===== src/rtl/seq_pkg.sv =====
// Shared definitions for the serial pattern-match controller: FSM encoding,
// default sizing and small index/width helpers.
package seq_pkg;

    typedef enum logic [3:0] {
        ST_IDLE = 4'b0001,
        ST_LOAD = 4'b0010,
        ST_SCAN = 4'b0100,
        ST_DONE = 4'b1000
    } state_t;

    localparam int DEF_N_REQ   = 2;
    localparam int DEF_PAT_W   = 8;
    localparam int DEF_WIN_LEN = 64;

    // Bit counter must hold WIN_LEN itself, so it needs clog2(WIN_LEN+1) bits.
    function automatic int cnt_w_min(input int win_len);
        return $clog2(win_len + 1);
    endfunction

    localparam int DEF_CNT_W = cnt_w_min(DEF_WIN_LEN);

    // (base + off) mod n for base, off < n, without a divider.
    function automatic int wrap_idx(input int base, input int off, input int n);
        int s;
        s = base + off;
        return (s >= n) ? s - n : s;
    endfunction

endpackage


===== src/rtl/rr_arbiter.sv =====
// Round-robin arbiter: one-hot grant searching upward from a pointer; the
// pointer moves to winner+1 only when the caller accepts the grant (advance).
module rr_arbiter
    import seq_pkg::*;
#(
    parameter int N_REQ = DEF_N_REQ
) (
    input  logic             clk,
    input  logic             rst,
    input  logic [N_REQ-1:0] req,
    input  logic             advance,
    output logic [N_REQ-1:0] gnt
);

    localparam int PTR_W = (N_REQ > 1) ? $clog2(N_REQ) : 1;

    logic [PTR_W-1:0] ptr;
    logic [PTR_W-1:0] win_idx;
    logic             found;
    int               idx;

    // First requester at or after the pointer wins.
    always_comb begin
        gnt     = '0;
        win_idx = ptr;
        found   = 1'b0;
        idx     = 0;
        for (int i = 0; i < N_REQ; i++) begin
            idx = wrap_idx(int'(ptr), i, N_REQ);
            if (!found && req[idx]) begin
                found    = 1'b1;
                gnt[idx] = 1'b1;
                win_idx  = PTR_W'(idx);
            end
        end
    end

    // Pointer moves past the accepted winner so it is lowest priority next time.
    always_ff @(posedge clk) begin
        if (rst) begin
            ptr <= '0;
        end else if (advance && found) begin
            ptr <= (win_idx == PTR_W'(N_REQ - 1)) ? '0 : win_idx + 1'b1;
        end
    end

endmodule


===== src/rtl/seq_match_ctrl.sv =====
// Shared serial pattern-match engine. Grants one requester round-robin,
// latches its pattern/mask, then shifts sampled CAN bits into a window until
// the masked window matches or the bit budget runs out.
module seq_match_ctrl
    import seq_pkg::*;
#(
    parameter int N_REQ   = DEF_N_REQ,
    parameter int PAT_W   = DEF_PAT_W,
    parameter int WIN_LEN = DEF_WIN_LEN,
    parameter int CNT_W   = DEF_CNT_W
) (
    input  logic                   clk,
    input  logic                   rst,
    input  logic [N_REQ-1:0]       req,
    input  logic [N_REQ*PAT_W-1:0] pat,
    input  logic [N_REQ*PAT_W-1:0] msk,
    input  logic                   din,
    input  logic                   bit_vld,
    output logic [N_REQ-1:0]       gnt,
    output logic                   busy,
    output logic                   done,
    output logic                   hit,
    output logic [CNT_W-1:0]       hit_pos,
    output logic [N_REQ-1:0]       done_id
);

    localparam int FILL_W = $clog2(PAT_W + 1);

    state_t             state;
    logic [N_REQ-1:0]   arb_gnt;
    logic               advance;
    logic               owner_live;
    logic [PAT_W-1:0]   pat_sel, msk_sel;
    logic [PAT_W-1:0]   pat_q, msk_q;
    logic [PAT_W-1:0]   win, win_nxt;
    logic [FILL_W-1:0]  fill, fill_nxt;
    logic [CNT_W-1:0]   cnt, cnt_nxt;
    logic               match;
    logic               budget_out;

    // The arbiter pointer only advances when IDLE actually takes a grant.
    assign advance = (state == ST_IDLE) && (|req);

    rr_arbiter #(.N_REQ(N_REQ)) u_arb (
        .clk     (clk),
        .rst     (rst),
        .req     (req),
        .advance (advance),
        .gnt     (arb_gnt)
    );

    // Select the granted requester's pattern and mask for latching in LOAD.
    always_comb begin
        pat_sel = '0;
        msk_sel = '0;
        for (int i = 0; i < N_REQ; i++) begin
            if (gnt[i]) begin
                pat_sel = pat[i*PAT_W +: PAT_W];
                msk_sel = msk[i*PAT_W +: PAT_W];
            end
        end
    end

    // Oldest bit sits at window[0], so patterns are compared LSB-first.
    assign win_nxt    = {din, win[PAT_W-1:1]};
    assign fill_nxt   = (fill == FILL_W'(PAT_W)) ? fill : fill + 1'b1;
    assign cnt_nxt    = cnt + 1'b1;
    assign match      = (fill_nxt == FILL_W'(PAT_W)) &&
                        (((win_nxt ^ pat_q) & msk_q) == '0);
    assign budget_out = (cnt_nxt == CNT_W'(WIN_LEN));
    assign owner_live = |(req & gnt);

    // Control FSM with all outputs registered; result fields are only
    // non-zero in the single done cycle.
    always_ff @(posedge clk) begin
        if (rst) begin
            state   <= ST_IDLE;
            gnt     <= '0;
            busy    <= 1'b0;
            done    <= 1'b0;
            hit     <= 1'b0;
            hit_pos <= '0;
            done_id <= '0;
            pat_q   <= '0;
            msk_q   <= '0;
            win     <= '0;
            fill    <= '0;
            cnt     <= '0;
        end else begin
            done    <= 1'b0;
            hit     <= 1'b0;
            hit_pos <= '0;
            done_id <= '0;
            case (state)
                ST_IDLE: begin
                    if (|req) begin
                        gnt   <= arb_gnt;
                        busy  <= 1'b1;
                        state <= ST_LOAD;
                    end
                end
                ST_LOAD: begin
                    if (!owner_live) begin
                        gnt   <= '0;
                        busy  <= 1'b0;
                        state <= ST_IDLE;
                    end else begin
                        pat_q <= pat_sel;
                        msk_q <= msk_sel;
                        win   <= '0;
                        fill  <= '0;
                        cnt   <= '0;
                        state <= ST_SCAN;
                    end
                end
                ST_SCAN: begin
                    if (!owner_live) begin
                        gnt   <= '0;
                        busy  <= 1'b0;
                        state <= ST_IDLE;
                    end else if (bit_vld) begin
                        win  <= win_nxt;
                        fill <= fill_nxt;
                        cnt  <= cnt_nxt;
                        // A match on the last budgeted bit still reports a hit.
                        if (match || budget_out) begin
                            done    <= 1'b1;
                            hit     <= match;
                            hit_pos <= cnt_nxt;
                            done_id <= gnt;
                            gnt     <= '0;
                            state   <= ST_DONE;
                        end
                    end
                end
                ST_DONE: begin
                    busy  <= 1'b0;
                    state <= ST_IDLE;
                end
                default: begin
                    gnt   <= '0;
                    busy  <= 1'b0;
                    state <= ST_IDLE;
                end
            endcase
        end
    end

endmodule

===== config.mk =====
export PLATFORM = sky130hd
export DESIGN_NAME = seq_match_ctrl
export DESIGN_NICKNAME = d
export VERILOG_FILES = /design/src/rtl/seq_pkg.sv /design/src/rtl/rr_arbiter.sv /design/src/rtl/seq_match_ctrl.sv
export SDC_FILE = /design/constraint.sdc
export NUM_CORES = 1
export LEC_CHECK = 0
export CORE_MARGIN = 2
export CORE_UTILIZATION = 37
export DETAILED_ROUTE_END_ITERATION = 7
export PLACE_DENSITY = 0.61
export SYNTH_ARGS = -nofsm -noshare
export SYNTH_HDL_FRONTEND = slang
export SYNTH_SLANG_ARGS = --single-unit

===== constraint.sdc =====
create_clock -name clk -period 1.8 [get_ports clk]
set_input_delay 0.27 -clock clk [delete_from_list [all_inputs] [get_ports clk]]
set_output_delay 0.27 -clock clk [all_outputs]
set_load 0.02 [all_outputs]

==> summary.md, run 1 <==
| Metric | Value |
|---|---|
| Most area-hungry cell type in the Yosys netlist | dfxtp_1 |
| Ports | 52 |
| Post-synth top cells | dfxtp_1 (53), nor2_1 (31), a21oi_1 (22), nand2_1 (21), a22oi_1 (20) |
| Sequential area share after synthesis | 0.432 |
| Total gr overflow | 0 |
| Port buffer count | 51 |
| Post-Route WL | 6080 um |
| Clock Tree Root | clkbuf_8 |
| Die height | 85.5 um |
| Placed Cells incl. Taps | 433 |
| #FFs+latches synth | 53 |
| Final Setup Violations | 0 |
| Setup crit start kind | flop |
| Final cell count without fillers | 445 |
| Clock Path Buffers | 2 |
| Fin crit period | 1.74 ns |
| Slew headroom | 0.758 |
| Synth area leaders | dfxtp_1 (43%), a22oi_1 (6.1%), a211oi_1 (4.9%), nor2_1 (4.7%), a21oi_1 (4.5%) |
| Max Fanout on Critical Path | 6 |
| Antenna Nets Post-Route | 0 |
| H-tree levels | 2 |
| Antenna cell count | 0 |
| Dpl hpwl | 4410 um |
| Worst slew pin tran | 0.361 ns |
| WL/cell | 13.7 um |
| Share of the synthesized area in the top cell type | 0.432 |
| Post-synth EDFFs | 0 |
| Library cells used by synthesis | 43 |
| Maxcap violations | 0 |
| Fin util | 0.547 |
| Lkg Pwr | 1.22 nW |
| Vias in the first global route | 2237 |
| Req. time, crit path | 2.00 ns |
| Skew-Pair Late Insertion Delay | 0.31 ns |
| Worst Skew | 0.00978 ns |
| Die Wd | 85.5 um |
| CTS sink count | 53 |
| Main combinational cell family by area after synthesis | compound AO/OA/AOI/OAI gates |
| Critical Path AT | 1.94 ns |
| Xor/xnor share of the synthesized area | 0.0463 |
| DRT Pass-1 Iters | 4 |
| Peak supply drop | 0.000261 V |
| Share of cells above drive strength 1 | 0.204 |
| Syn Inst Count | 285 |
| Worst-path clk slew | 0.10 ns |
| Inserted Clock Buffers | 5 |
| Count of pins over their slew limit | 0 |
| Overall via count from detail_route | 2328 |
| Syn_area_per_cell | 8.63 sq um |
| RSZ-0062 raised after global routing | no |
| CORE AREA | 6390 sq um |
| Warnings from Yosys | 0 |
| Synth Area in Compound Gates | 0.239 |
| Final Cycle Share | 0.968 |
| Number of DRC markers in iteration 0 | 81 |
| PwrDens | 618 nW/um^2 |
| First-pass GRT wire length | 10200 um |
| Initial antenna violation count | 0 |
| Routed vias/inst | 5.23 |
| TritonCTS clock tree | yes |
| Crit path capture type | flop |
| Largest net degree at the start of global routing | 34 |
| DRC | 0 |
| Primary FF master, synth | dfxtp_1 |
| Post-Synth Adder-Cell Area | 0.0153 |
| Area growth syn-to-layout | 42.1% |
| Row count | 29 |
| Die ar. | 7310 sq um |
| Worst setup path class | flop to flop |
| Final net count | 408 |
| Initial Util | 0.385 |
| Final GP Congestion | 0.847 |
| Hold Crit Class | flop to flop |
| CTS Hold Bufs | 0 |
| Post-synthesis simple-gate area fraction | 0.225 |
| Final hold vios | 0 |
| Async SR Flop Fraction | 0 |
| Fmax | 0.574 GHz |
| Most frequent cell after synthesis | dfxtp_1 |
| Outcome | completed |
| Cell area after synthesis | 2460 sq um |
| Multiplexer share of the synthesized area | 0 |
| Synth Net Count | 326 |
| Total GRT Usage | 0.172 |
[routing by layer]
metal | GRT usage | part of all wire | vias to the layer above
met4 | 0.0418 | 0.0062 | 0
met1 | 0.225 | 0.46 | 1049
met5 | 0 | 0 | -
met3 | 0.0375 | 0.046 | 4
li1 | - | - | 1202
met2 | 0.292 | 0.48 | 73
[placed cells by master, fill, tap and decap left out, types with 3 or more instances in the layout]
| cell | synthesis | routed |
|---|---|---|
| nor3b_2 | 0 | 3 |
| o21ai_0 | 10 | 9 |
| nand3_1 | 14 | 14 |
| nand2_1 | 21 | 20 |
| a21oi_1 | 22 | 22 |
| nand3b_1 | 4 | 4 |
| inv_1 | 4 | 3 |
| xnor2_1 | 5 | 5 |
| dfxtp_1 | 53 | 50 |
| xor2_1 | 8 | 8 |
| clkbuf_8 | 0 | 5 |
| a22oi_1 | 20 | 20 |
| nor2b_1 | 3 | 3 |
| nor2_1 | 31 | 31 |
| a211oi_1 | 16 | 16 |
| nand2b_1 | 4 | 4 |
| buf_4 | 0 | 43 |
| clkdlybuf4s50_1 | 0 | 50 |
| nor3_1 | 11 | 10 |
| a311oi_1 | 3 | 3 |
[cell type report]
class | count | area [sq um]
fillers | 600 | 2890
multi-input cells | 207 | 1370
flip-flops and latches | 53 | 1070
repair buffers | 96 | 863
well taps | 77 | 96.3
clock buffers | 5 | 68.8
clock inverters | 3 | 17.5
inverters | 4 | 15.0
[registers in the layout, summed over array words and instances (netlist names)]
register   cells
pat_q          8
busy           1
gnt            2
done_id        2
cnt            7
hit_pos        7
done           1
state          4
fill           4
msk_q          8
hit            1
win            7
u_arb.ptr      1
[worst max-delay path, cell delays in order, from the launching register on]
cell and delay, ns:
dfxtp_2 0.41, or4b_1 0.51, nor2_1 0.14, nand2_1 0.13, buf_4 0.16, nor3_1 0.29
[where the power goes]
| group | switching [W] | total (W) | leakage (nW) | internal, W |
|---|---|---|---|---|
| sequential | 0.0000131 | 0.00120 | 0.430 | 0.00119 |
| combinational | 0.000129 | 0.000296 | 0.750 | 0.000166 |
| clock | 0.000391 | 0.000660 | 0.0439 | 0.000269 |
| total | 0.000533 | 0.00216 | 1.22 | 0.00162 |
[metrics by stage]
| stage | hold WS [ns] | TNS, ns | setup WS, ns | power [W] | instance area (sq um) |
|---|---|---|---|---|---|
| CTS | 0.461 | 0 | 0.0146 | 0.00216 | 3400 |
| floorplan | 0.382 | 0 | 0.0721 | 0.00136 | 2460 |
| detailed placement | 0.448 | -6.73 | -0.299 | 0.00151 | 3300 |
| global route | 0.503 | 0 | 0.00157 | 0.00224 | 3490 |
| global placement | 0.444 | -5.76 | -0.273 | 0.00151 | 3300 |
| finish | 0.458 | 0 | 0.0582 | 0.00216 | 3490 |
[final timing paths]
kind | end | cells after the start | startpoint | slack [ns]
setup / recovery | hit | 5 | state[2] | 0.06
hold reg to reg | busy | 2 | busy | 0.46
hold / removal | busy | 2 | busy | 0.46
setup reg to reg | hit | 5 | state[2] | 0.06
[cell families (layout without fill, tap and decap cells)]
family,Yosys count,after routing
buffers and inverters,25,108
adder cells (fa/ha/maj),3,3
AND/OR/NAND/NOR,106,106
AO/OA/AOI/OAI,85,85
XOR/XNOR,13,13
flip-flops,53,53
[what timing repair did]
action	CTS	global route
resized for setup	8	14
setup endpoints to repair	15	29
pin swaps	2	5
buffers inserted	0	4
Note: power is estimated with default switching activity, not from simulation.
==> run 2, diff against run 1 <==
- CTS_CLUSTER_SIZE: not set -> 12
==> results of run 2 <==
Same layout as run 1: the final DEF is identical, and so are final timing and power.
==> run 3, diff against run 2 <==
- MAX_ROUTING_LAYER: not set -> met4
- PLACE_DENSITY: 0.61 -> 0.59
- clock period: 1.8 -> 1.9 ns (I/O delays scaled with it)
==> run 3 against run 2 <==
Net effect: largest power group unchanged; clock skew is 0.0030 ns higher; sequential power is 5% lower; register-to-register slack hardly changed; worst hold slack better by 0.0021 ns; highest routed layer unchanged.
==> summary.md, run 3 (same netlist as run 1, synthesis figures left out) <==
| Metric | Value |
|---|---|
| Outcome | completed |
| Die Wd | 85.5 um |
| Maxcap violations | 0 |
| FILL cells | 632 |
| Most frequent cells in the layout | clkdlybuf4s50_1 (51), dfxtp_1 (49), buf_4 (33), nor2_1 (31), a21oi_1 (22) |
| CORE AREA | 6390 sq um |
| Slew headroom | 0.723 |
| Commonest non-fill, non-tap cell in the layout | clkdlybuf4s50_1 |
| Number of DRC markers in iteration 0 | 120 |
| H-tree levels | 2 |
| DRC | 0 |
| Total gr overflow | 0 |
| Final GP Congestion | 0.858 |
| Clock Path Buffers | 2 |
| Worst setup path class | flop to flop |
| CTS Hold Bufs | 0 |
| Fin util | 0.532 |
| Worst slew pin tran | 0.415 ns |
| Footprint of the multi-input gates | 1350 sq um |
| Worst-path clk slew | 0.10 ns |
| Hold Crit Class | flop to flop |
| PwrDens | 615 nW/um^2 |
| Final hold vios | 0 |
| Design Area, Final | 3400 sq um |
| Fin crit period | 1.83 ns |
| Max Fanout on Critical Path | 12 |
| Area growth syn-to-layout | 38.2% |
| Die height | 85.5 um |
| Req. time, crit path | 2.14 ns |
| TritonCTS clock tree | yes |
| Final Cycle Share | 0.962 |
| Clock Tree Root | clkbuf_8 |
| CTS sink count | 53 |
| Initial Util | 0.385 |
| Vias in the first global route | 2182 |
| Ports | 52 |
| DRT Pass-1 Iters | 4 |
| Dpl cell area | 3240 sq um |
| Share of cells above drive strength 1 | 0.176 |
| Crit path capture type | flop |
| Critical Path AT | 2.06 ns |
| Routed vias/inst | 5.31 |
| Top flop regs | msk_q: 8 flops, pat_q: 8 flops |
| Worst Skew | 0.0127 ns |
| Post-Route WL | 6090 um |
| Antenna Nets Post-Route | 0 |
| Lkg Pwr | 1.16 nW |
| Overall via count from detail_route | 2303 |
| Setup crit start kind | flop |
| Pre-CTS WS | -0.182 ns |
| Inserted Clock Buffers | 5 |
| Final Setup Violations | 0 |
| WL/cell | 14.0 um |
| Register area | 1070 sq um |
| First-pass GRT wire length | 10100 um |
| Port buffer count | 51 |
| Fmax | 0.547 GHz |
| Count of pins over their slew limit | 0 |
| Antenna cell count | 0 |
| Total GRT Usage | 0.177 |
| Setup ws final | 0.0722 ns |
| Final net count | 397 |
| Initial antenna violation count | 0 |
| Skew-Pair Late Insertion Delay | 0.31 ns |
| Peak supply drop | 0.000412 V |
| Die ar. | 7310 sq um |
| Largest net degree at the start of global routing | 36 |
| Row count | 29 |
| Dpl hpwl | 4510 um |
==> run 3: cell types whose count changed in the layout (fill, tap and decap cells not counted), moves of 2 or more <==
cell and change:
buf_4 -10, dfxtp_2 +2, nor3_1 -2, nor3_2 +2
o21ai_1 +2
==> run 3: metrics by stage <==
stage                      TNS, ns  hold slack [ns]  cells  power [W]
after floorplan                  0            0.397    285    0.00128
after global placement       -3.43            0.446    425    0.00143
after detailed placement     -3.97            0.449    425    0.00143
after CTS                        0            0.463    433    0.00211
after global routing      -0.00298            0.501    434    0.00217
final                            0            0.460    434    0.00209
==> run 3: critical path, stage by stage, from the launching register on <==
cell and delay, ns:
dfxtp_1 0.50, nand2b_1 0.19, a2111o_2 0.57, or3_1 0.34, a21oi_1 0.14
==> run 3: area by class of cell <==
class	count	area share
Tap cell	77	0.0284
Clock inverter	2	0.00405
Sequential cell	53	0.314
Inverter	4	0.00442
Clock buffer	6	0.0243
Timing Repair Buffer	85	0.229
Multi-Input combinational cell	207	0.396
==> run 3: path summary, 6_finish.rpt <==
path / slack, ns / start / to / cells after the start
setup / recovery: 0.07 / state[1] / fill[0] / 4
setup reg to reg: 0.07 / state[1] / fill[0] / 4
hold / removal: 0.46 / busy / busy / 2
hold reg to reg: 0.46 / busy / busy / 2
==> run 3: repair_timing <==
item,in CTS,in global routing
buffers inserted,0,1
endpoints found under the setup margin,3,13
resized for setup,2,14
pin swaps,0,1
hold endpoints to repair,0,0
==> run 3: routing by layer <==
metal / GRT usage / routed length, um / up-vias
met5: - / 0 / -
li1: - / - / 1183
met3: 0.0289 / 207 / 5
met1: 0.211 / 2840 / 1061
met4: 0.0476 / 65 / 0
met2: 0.310 / 2980 / 54
==> run 3: report_power, final <==
group          internal [W]  switching [W]
Combinational      0.000150       0.000115
Sequential          0.00113      0.0000163
Clock              0.000296       0.000383
Total               0.00157       0.000514
